## src/rtl/sec1_point_serializer_if.sv

```systemverilog
// Point-capture and byte-stream signals of sec1_point_serializer.
// slave = the serializer itself, master = the producer/sink side driving it.
interface sec1_point_serializer_if #(
    parameter int COORD_W = 256
);
    logic               pt_valid;
    logic               pt_ready;
    logic [COORD_W-1:0] Xin;
    logic [COORD_W-1:0] Yin;
    logic               inf_in;
    logic [7:0]         tx_data;
    logic               tx_valid;
    logic               tx_ready;
    logic               tx_last;

    modport master (
        output pt_valid, Xin, Yin, inf_in, tx_ready,
        input  pt_ready, tx_data, tx_valid, tx_last
    );

    modport slave (
        input  pt_valid, Xin, Yin, inf_in, tx_ready,
        output pt_ready, tx_data, tx_valid, tx_last
    );
endinterface

```

## src/rtl/sec1_point_serializer.sv

```systemverilog
// SEC1 encoder for an affine secp256k1 point: 0x00 for infinity, else prefix + X (+ Y).
// Define SEC1_UNCOMPRESSED_EN for 0x04 + X + Y frames; default is compressed 0x02/0x03 + X.
module sec1_point_serializer #(
    parameter int COORD_W = 256,
    parameter int CNT_W   = 16
) (
    input  logic                     clk,
    input  logic                     rst,
    sec1_point_serializer_if.slave   bus,
    output logic                     busy,
    output logic [CNT_W-1:0]         frames_sent
);
    localparam int         NBYTES    = COORD_W / 8;
    localparam logic [6:0] LAST_BEAT = 7'(NBYTES - 1);

`ifdef SEC1_UNCOMPRESSED_EN
    localparam bit UNCOMP = 1'b1;
    typedef enum logic [1:0] {IDLE, PREFIX, XBYTES, YBYTES} state_t;
    logic [COORD_W-1:0] y_sr;
`else
    localparam bit UNCOMP = 1'b0;
    typedef enum logic [1:0] {IDLE, PREFIX, XBYTES} state_t;
`endif

    state_t             state;
    logic [COORD_W-1:0] x_sr;
    logic [6:0]         beat_cnt;
    logic [7:0]         tx_data;
    logic               tx_valid;
    logic               tx_last;
    logic               accept;

    assign accept       = tx_valid && bus.tx_ready;
    assign bus.pt_ready = (state == IDLE);
    assign bus.tx_data  = tx_data;
    assign bus.tx_valid = tx_valid;
    assign bus.tx_last  = tx_last;
    assign busy         = (state != IDLE);

    always_ff @(posedge clk) begin
        if (rst) begin
            state       <= IDLE;
            x_sr        <= '0;
`ifdef SEC1_UNCOMPRESSED_EN
            y_sr        <= '0;
`endif
            beat_cnt    <= '0;
            tx_data     <= 8'h00;
            tx_valid    <= 1'b0;
            tx_last     <= 1'b0;
            frames_sent <= '0;
        end else begin
            case (state)
                IDLE: begin
                    if (bus.pt_valid) begin
                        x_sr     <= bus.Xin;
`ifdef SEC1_UNCOMPRESSED_EN
                        y_sr     <= bus.Yin;
`endif
                        beat_cnt <= '0;
                        tx_valid <= 1'b1;
                        tx_last  <= bus.inf_in;
                        if (bus.inf_in)
                            tx_data <= 8'h00;
                        else if (UNCOMP)
                            tx_data <= 8'h04;
                        else
                            tx_data <= {7'b0000001, bus.Yin[0]};
                        state    <= PREFIX;
                    end
                end

                // tx_last is only ever set on the prefix beat for the infinity frame
                PREFIX: begin
                    if (accept) begin
                        if (tx_last) begin
                            state       <= IDLE;
                            tx_valid    <= 1'b0;
                            tx_last     <= 1'b0;
                            frames_sent <= frames_sent + CNT_W'(1);
                        end else begin
                            tx_data  <= x_sr[COORD_W-1 -: 8];
                            x_sr     <= x_sr << 8;
                            beat_cnt <= '0;
                            tx_last  <= !UNCOMP && (LAST_BEAT == 7'd0);
                            state    <= XBYTES;
                        end
                    end
                end

                XBYTES: begin
                    if (accept) begin
                        if (beat_cnt == LAST_BEAT) begin
`ifdef SEC1_UNCOMPRESSED_EN
                            tx_data  <= y_sr[COORD_W-1 -: 8];
                            y_sr     <= y_sr << 8;
                            beat_cnt <= '0;
                            tx_last  <= (LAST_BEAT == 7'd0);
                            state    <= YBYTES;
`else
                            state       <= IDLE;
                            tx_valid    <= 1'b0;
                            tx_last     <= 1'b0;
                            frames_sent <= frames_sent + CNT_W'(1);
`endif
                        end else begin
                            tx_data  <= x_sr[COORD_W-1 -: 8];
                            x_sr     <= x_sr << 8;
                            beat_cnt <= beat_cnt + 7'd1;
                            tx_last  <= !UNCOMP && ((beat_cnt + 7'd1) == LAST_BEAT);
                        end
                    end
                end

`ifdef SEC1_UNCOMPRESSED_EN
                YBYTES: begin
                    if (accept) begin
                        if (beat_cnt == LAST_BEAT) begin
                            state       <= IDLE;
                            tx_valid    <= 1'b0;
                            tx_last     <= 1'b0;
                            frames_sent <= frames_sent + CNT_W'(1);
                        end else begin
                            tx_data  <= y_sr[COORD_W-1 -: 8];
                            y_sr     <= y_sr << 8;
                            beat_cnt <= beat_cnt + 7'd1;
                            tx_last  <= ((beat_cnt + 7'd1) == LAST_BEAT);
                        end
                    end
                end
`endif

                default: begin
                    state    <= IDLE;
                    tx_valid <= 1'b0;
                    tx_last  <= 1'b0;
                end
            endcase
        end
    end
endmodule

```

## src/flat_wrapper.sv

```systemverilog
// flat-port wrapper written by rule: the top's interface ports become plain ports
module sec1_point_serializer_flat 
#(
    parameter int COORD_W = 256,
    parameter int CNT_W   = 16
)
  (clk, rst, busy, frames_sent, bus_pt_valid, bus_Xin, bus_Yin, bus_inf_in, bus_tx_ready, bus_pt_ready, bus_tx_data, bus_tx_valid, bus_tx_last);
  sec1_point_serializer_if #(.COORD_W(COORD_W)) bus_i ();
  input  logic clk;
  input  logic rst;
  output logic busy;
  output logic [CNT_W-1:0] frames_sent;
  input wire logic [$bits(bus_i.pt_valid)-1:0] bus_pt_valid;
  input wire logic [$bits(bus_i.Xin)-1:0] bus_Xin;
  input wire logic [$bits(bus_i.Yin)-1:0] bus_Yin;
  input wire logic [$bits(bus_i.inf_in)-1:0] bus_inf_in;
  input wire logic [$bits(bus_i.tx_ready)-1:0] bus_tx_ready;
  output wire logic [$bits(bus_i.pt_ready)-1:0] bus_pt_ready;
  output wire logic [$bits(bus_i.tx_data)-1:0] bus_tx_data;
  output wire logic [$bits(bus_i.tx_valid)-1:0] bus_tx_valid;
  output wire logic [$bits(bus_i.tx_last)-1:0] bus_tx_last;
  assign bus_i.pt_valid = bus_pt_valid;
  assign bus_i.Xin = bus_Xin;
  assign bus_i.Yin = bus_Yin;
  assign bus_i.inf_in = bus_inf_in;
  assign bus_i.tx_ready = bus_tx_ready;
  assign bus_pt_ready = bus_i.pt_ready;
  assign bus_tx_data = bus_i.tx_data;
  assign bus_tx_valid = bus_i.tx_valid;
  assign bus_tx_last = bus_i.tx_last;
  sec1_point_serializer #(.COORD_W(COORD_W), .CNT_W(CNT_W)) u_core (.clk(clk), .rst(rst), .bus(bus_i), .busy(busy), .frames_sent(frames_sent));
endmodule
```

## config.mk

```make
export PLATFORM = sky130hd
export DESIGN_NAME = sec1_point_serializer_flat
export DESIGN_NICKNAME = d
export VERILOG_FILES = /design/src/rtl/sec1_point_serializer_if.sv /design/src/rtl/sec1_point_serializer.sv /design/src/flat_wrapper.sv
export SDC_FILE = /design/constraint.sdc
export NUM_CORES = 1
export LEC_CHECK = 0
export CORE_AREA = 2 2 212 214
export DETAILED_ROUTE_END_ITERATION = 16
export DIE_AREA = 0 0 214 216
export DONT_BUFFER_PORTS = 1
export GPL_ROUTABILITY_DRIVEN = 0
export PLACE_DENSITY = 0.48
export SYNTH_ARGS = -nofsm -noshare
export SYNTH_HDL_FRONTEND = slang
export SYNTH_SLANG_ARGS = --single-unit
```

## constraint.sdc

```tcl
create_clock -name clk -period 5.65 [get_ports clk]
set_clock_uncertainty 0.1 [all_clocks]
set_input_delay 0.565 -clock clk [delete_from_list [all_inputs] [get_ports clk]]
set_output_delay 0.565 -clock clk [all_outputs]
set_load 0.02 [all_outputs]
```

== Word-level counts from Yosys, hierarchy flattened ==
Cells that the tools add are included.

* Logic and storage cells: 71
* Flip-flop bits (word level): 291
* Memories kept: 0
* Bits in read-only memories: 0
* Latch bits: 0
* Input bits: 517
* Bits in writable memories: 0
* Output and inout bits: 28

* Shifts and indexed selects: 0
* Multipliers: 0
* Bitwise logic cells: 0
* Divide/modulo/power cells: 0
* Multiplexer cells: 41
* $add $sub $neg: 2
* $lt $le $gt $ge: 0
* Equality and inequality tests: 11
* Reductions and logical operators: 10

{| class="wikitable"
|+ Operators with widths
! operator !! number
|-
| $mux 256 || 5
|-
| $pmux 256 s3 || 1
|-
| $mux 16 || 4
|-
| $mux 8 || 5
|-
| $mux 7 || 5
|-
| $pmux 16 s2 || 1
|-
| $pmux 8 s3 || 1
|-
| $pmux 7 s3 || 1
|-
| $add 16x1->16 const B || 1
|-
| $eq 7x5->1 const B || 2
|-
| $mux 2 || 6
|-
| $reduce_and 5->1 || 2
|-
| $mux 1 || 9
|-
| $ne 2x1->1 const B || 4
|-
| $add 7x1->7 const B || 1
|-
| $ne 2x2->1 const B || 3
|-
| $pmux 1 s3 || 2
|-
| $pmux 2 s3 || 1
|-
| $reduce_and 6->1 || 1
|-
| $reduce_and 4->1 || 1
|-
| $reduce_bool 2->1 || 2
|-
| $reduce_and 3->1 || 1
|-
| $reduce_bool 3->1 || 1
|-
| $eq 2x1->1 const B || 1
|-
| other kinds (3) || 3
|}

== Depth between registers and ports, before layout ==
* Depth after elaboration: 5
* Mapped depth: 10
* Depth with buffers taken out: 7

== Worst setup path after synthesis ==
No wires, ideal clock.

* Path type: flip-flop to flip-flop
* Start: register u_core.state[0]
* End: register u_core.x_sr[129]
* Data required time: 5.416 ns
* Slack: 3.561 ns
* Arrival time: 1.855 ns
* Clock period less this slack: 2.089 ns
* Buffers on the path: 3
* Library setup time: 0.134 ns
* Stages on the path, launching flop included: 10
* Cells stage by stage: dfxtp_1 -> inv_1 -> ha_1 -> buf_2 -> a2bb2oi_2 -> nand3_2 -> a21oi_4 -> clkbuf_1 -> buf_2 -> a211oi_1

* Cells in the longest elaborated chain, start to end: 3
* Elaborated cells between the ends (all ways): 11
* Those cells by class: eq/ne (7); mux (1); reduce/logical (3)

{| class="wikitable"
|+ RTL lines
! item !! RTL line !! source
|-
| start: declaration || sec1_point_serializer.sv:25 || <nowiki>state_t state;</nowiki>
|-
| start signal: assignment || sec1_point_serializer.sv:42 || <nowiki>state <= IDLE;</nowiki>
|-
| start signal: assignment || sec1_point_serializer.sv:69 || <nowiki>state <= PREFIX;</nowiki>
|-
| start signal: assignment || sec1_point_serializer.sv:77 || <nowiki>state <= IDLE;</nowiki>
|-
| $eq 2x2->1, or another cell as far along || sec1_point_serializer.sv:53 || <nowiki>case (state)</nowiki>
|-
| $ne 2x1->1 (no line), or another cell as far along || -- ||
|-
| $reduce_and 6->1 (no line) || -- ||
|-
| end signal: assignment || sec1_point_serializer.sv:56 || <nowiki>x_sr <= bus.Xin;</nowiki>
|-
| end signal: assignment || sec1_point_serializer.sv:83 || <nowiki>x_sr <= x_sr << 8;</nowiki>
|-
| end signal: assignment || sec1_point_serializer.sv:108 || <nowiki>x_sr <= x_sr << 8;</nowiki>
|-
| end: declaration || sec1_point_serializer.sv:26 || <nowiki>logic [COORD_W-1:0] x_sr;</nowiki>
|}

Several ways; a longest one is shown, not always the timed one.
A chain may end at the register's enable or synchronous reset.

== Worst setup path in the final report ==
* Start: register u_core.state[1]
* End: register u_core.x_sr[43]

The elaborated chain is that of the path after synthesis.

==> results.cfg <==
[run_status]
status = completed

[clocking]
numCtsBuffers = 37
cts_max_path_buffers = 3
worstSkewPairLatency_ns = 0.56
post_cts_buffers = 0
cts-resized-gates = 0
clock_sinks = 291
hold_buffers = 3
cts-htree-levels = 2
cts_tree = done
path_clk_slew_ns = 0.06
cts_root_buf = clkbuf_16

[floorplanning]
chipHeight_um = 216
std_cell_rows = 77
die_area_um2 = 46200
ios = 545
core_um2 = 43800
die_width_um = 214
initial_core_util = 0.295

[detailed_routing]
vias = 9482
vias_per_cell = 4.97
totalWireLength_um = 35300
wl_per_cell_um = 18.5
ant_nets = 0
drt_iter0_markers = 612
drc = 0
firstDrtPassIters = 5

[worst_setup_path]
critical_path.max_fanout = 55
crit_start = u_core.state[1]
r2r_end = u_core.x_sr[43]
crit_type = reg -> reg
cp-endpoint = u_core.x_sr[43]
rr_worst_depth = 8
start_kind = flop
r2r_slack_ns = 2.24
crit_path_end_kind = flop
cp.arrival_ns = 3.76
cp.required_ns = 6.00
r2r_start = u_core.state[1]

[sta]
finalSetupViolations = 0
setup_tns_ns = 0
finalHoldViolCount = 0
whs_ns = 0.0732
period_minus_slack_ns = 3.41
maxSlewHeadroom = 0.299
tightest_slew_ns = 1.05
clock.fmax_ghz = 0.293
final_max_slew_viol_count = 0
fin_crit_sh = 0.603
rsz0062_at_grt = no

[logic_synthesis]
netlist_area_um2 = 12900
synth_cells = 1360
synth_area_leader_cell = dfxtp_1
synth_top_area_frac = 0.451
synth-seq-area-share = 0.451
synthSimpleGateAreaFrac = 0.122
synth-compound-area-share = 0.169
synth_area_leaders = dfxtp_1, mux2i_1, a211oi_1, nor2_1, buf_2
ys_warn_count = 0
syn-num-nets = 1883
synthMuxAreaShare = 0.194
synth_cell_type_count = 50
synth_top_family_by_area = multiplexers
ys_ff_latch = 291
avgSynthCellArea_um2 = 9.51
synth-xor-area-share = 0.00949
synth_edf_count = 0
async_reset_ff_frac = 0
synth_ff_type = dfxtp_1
synthAdderAreaFrac = 0.00581

[worst_hold_path]
min_from = rst
hp-class = in -> reg
hold-path-cell-count = 1

[layout]
area_delta_synth_final_pct = 12.7
stdcell_area_um2 = 14600
final_nets = 1806
final_common_cell = dfxtp_1
drive_gt1_frac = 0.0655
final_cell_mix = dfxtp_1, nor2_1, mux2i_1, a211oi_1, clkbuf_16

[global_routing]
grt_pass1_wl_um = 54300
grt_max_degree = 173
grt-ovfl-total = 0
grt_pass1_vias = 9007
grt_use_total = 0.150
antenna_found_initial = 8

[power_and_ir_drop]
switching_share = 0.398
combPwrFrac = 0.437
p_per_area_nw_per_um2 = 746
p_leak_nw = 5.13
switchingPower_w = 0.00432
pwr-share-clk = 0.226
vdd_drop_max_mv = 0.420
p_int_w = 0.00654
p_seq_frac = 0.337

[run]
maxCapViolations = 0

[placement]
io_buffers = 0
hpwl_um = 23000
place_area_um2 = 13200
==> through the flow <==
step | total power, W | instances | worst slack (ns) | util
6_report | 0.0109 | 1908 | 2.24 | 0.332
5_1_grt | 0.0118 | 1906 | 1.90 | 0.332
4_1_cts | 0.0110 | 1904 | 2.15 | 0.332
3_5_place_dp | 0.00848 | 1833 | 2.18 | 0.301
3_3_place_gp | 0.00839 | 1833 | 2.22 | 0.301
2_1_floorplan | 0.00769 | 1360 | 3.56 | -
==> cell families after synthesis <==
| logic type | after synthesis |
|---|---|
| multiplexers | 251 |
| AO/OA/AOI/OAI | 295 |
| AND/OR/NAND/NOR | 368 |
| buffers and inverters | 135 |
| flip-flops | 291 |
| XOR/XNOR | 14 |
| adder cells (fa/ha/maj) | 6 |
==> metal layers <==
metal	track usage	up-vias	routed length, um
met5	0	-	39
met1	0.191	4345	15600
met4	0.0550	8	922
met2	0.230	239	15900
li1	-	4826	-
met3	0.0557	64	2880
==> cell usage after synthesis, drive strengths merged, types with 2 or more instances <==
library cell    n
o21ai           5
xnor2          13
nor2b           3
ha              6
nor2          269
a211oi        250
nor4            8
or3             6
nor4b           4
clkbuf         68
a21oi          24
a21o            2
nand2b          3
nand3          19
mux2i         251
buf            62
and3            3
nand2          29
a31oi           2
inv             5
dfxtp         291
nor3            4
and4            4
nand4           3
o32ai           2
and2            2
a2bb2oi         2
nand3b          9
==> worst max-delay path: stages, from the launching register on <==
cell and delay, ns:
dfxtp_1 0.35, inv_1 0.09, ha_4 0.63, a2bb2oi_2 0.20
nand3_2 0.19, a21oi_4 0.82, buf_4 0.59, nor2_1 0.08
a211oi_1 0.23
==> power by group through the flow <==
stage | combinational (W) | sequential (W) | clock, W
after floorplan | 0.00420 | 0.00350 | 0
after detailed placement | 0.00477 | 0.00371 | 0
after global placement | 0.00470 | 0.00369 | 0
after global routing | 0.00537 | 0.00379 | 0.00263
after CTS | 0.00481 | 0.00367 | 0.00254
final | 0.00475 | 0.00366 | 0.00245
==> flip-flops by register name (all words and copies together) (netlist names) <==
name / cells
u_core.state: 2
u_core.x_sr: 256
u_core.beat_cnt: 7
u_core.bus.tx_valid: 1
u_core.frames_sent: 16
u_core.bus.tx_data: 8
u_core.bus.tx_last: 1
==> area by class of cell <==
cell class | count | area (um^2)
fill | 4598 | 29300
antenna | 4 | 10.0
multi-input combinational | 934 | 6490
sequential | 291 | 5830
inverter | 5 | 18.8
clock inverter | 12 | 145
clock buffer | 56 | 1150
timing repair buffer | 14 | 190
tap | 592 | 741
==> how the worst min path moves through the flow <==
stage	end	slack, ns
after floorplan	u_core.x_sr[4]	0.33
after global placement	u_core.x_sr[4]	0.35
after detailed placement	u_core.x_sr[4]	0.35
after CTS	u_core.bus.tx_last	0.0003
after global routing	u_core.x_sr[133]	0.04
final	u_core.x_sr[133]	0.07
Power figures use the tool's default switching activity.
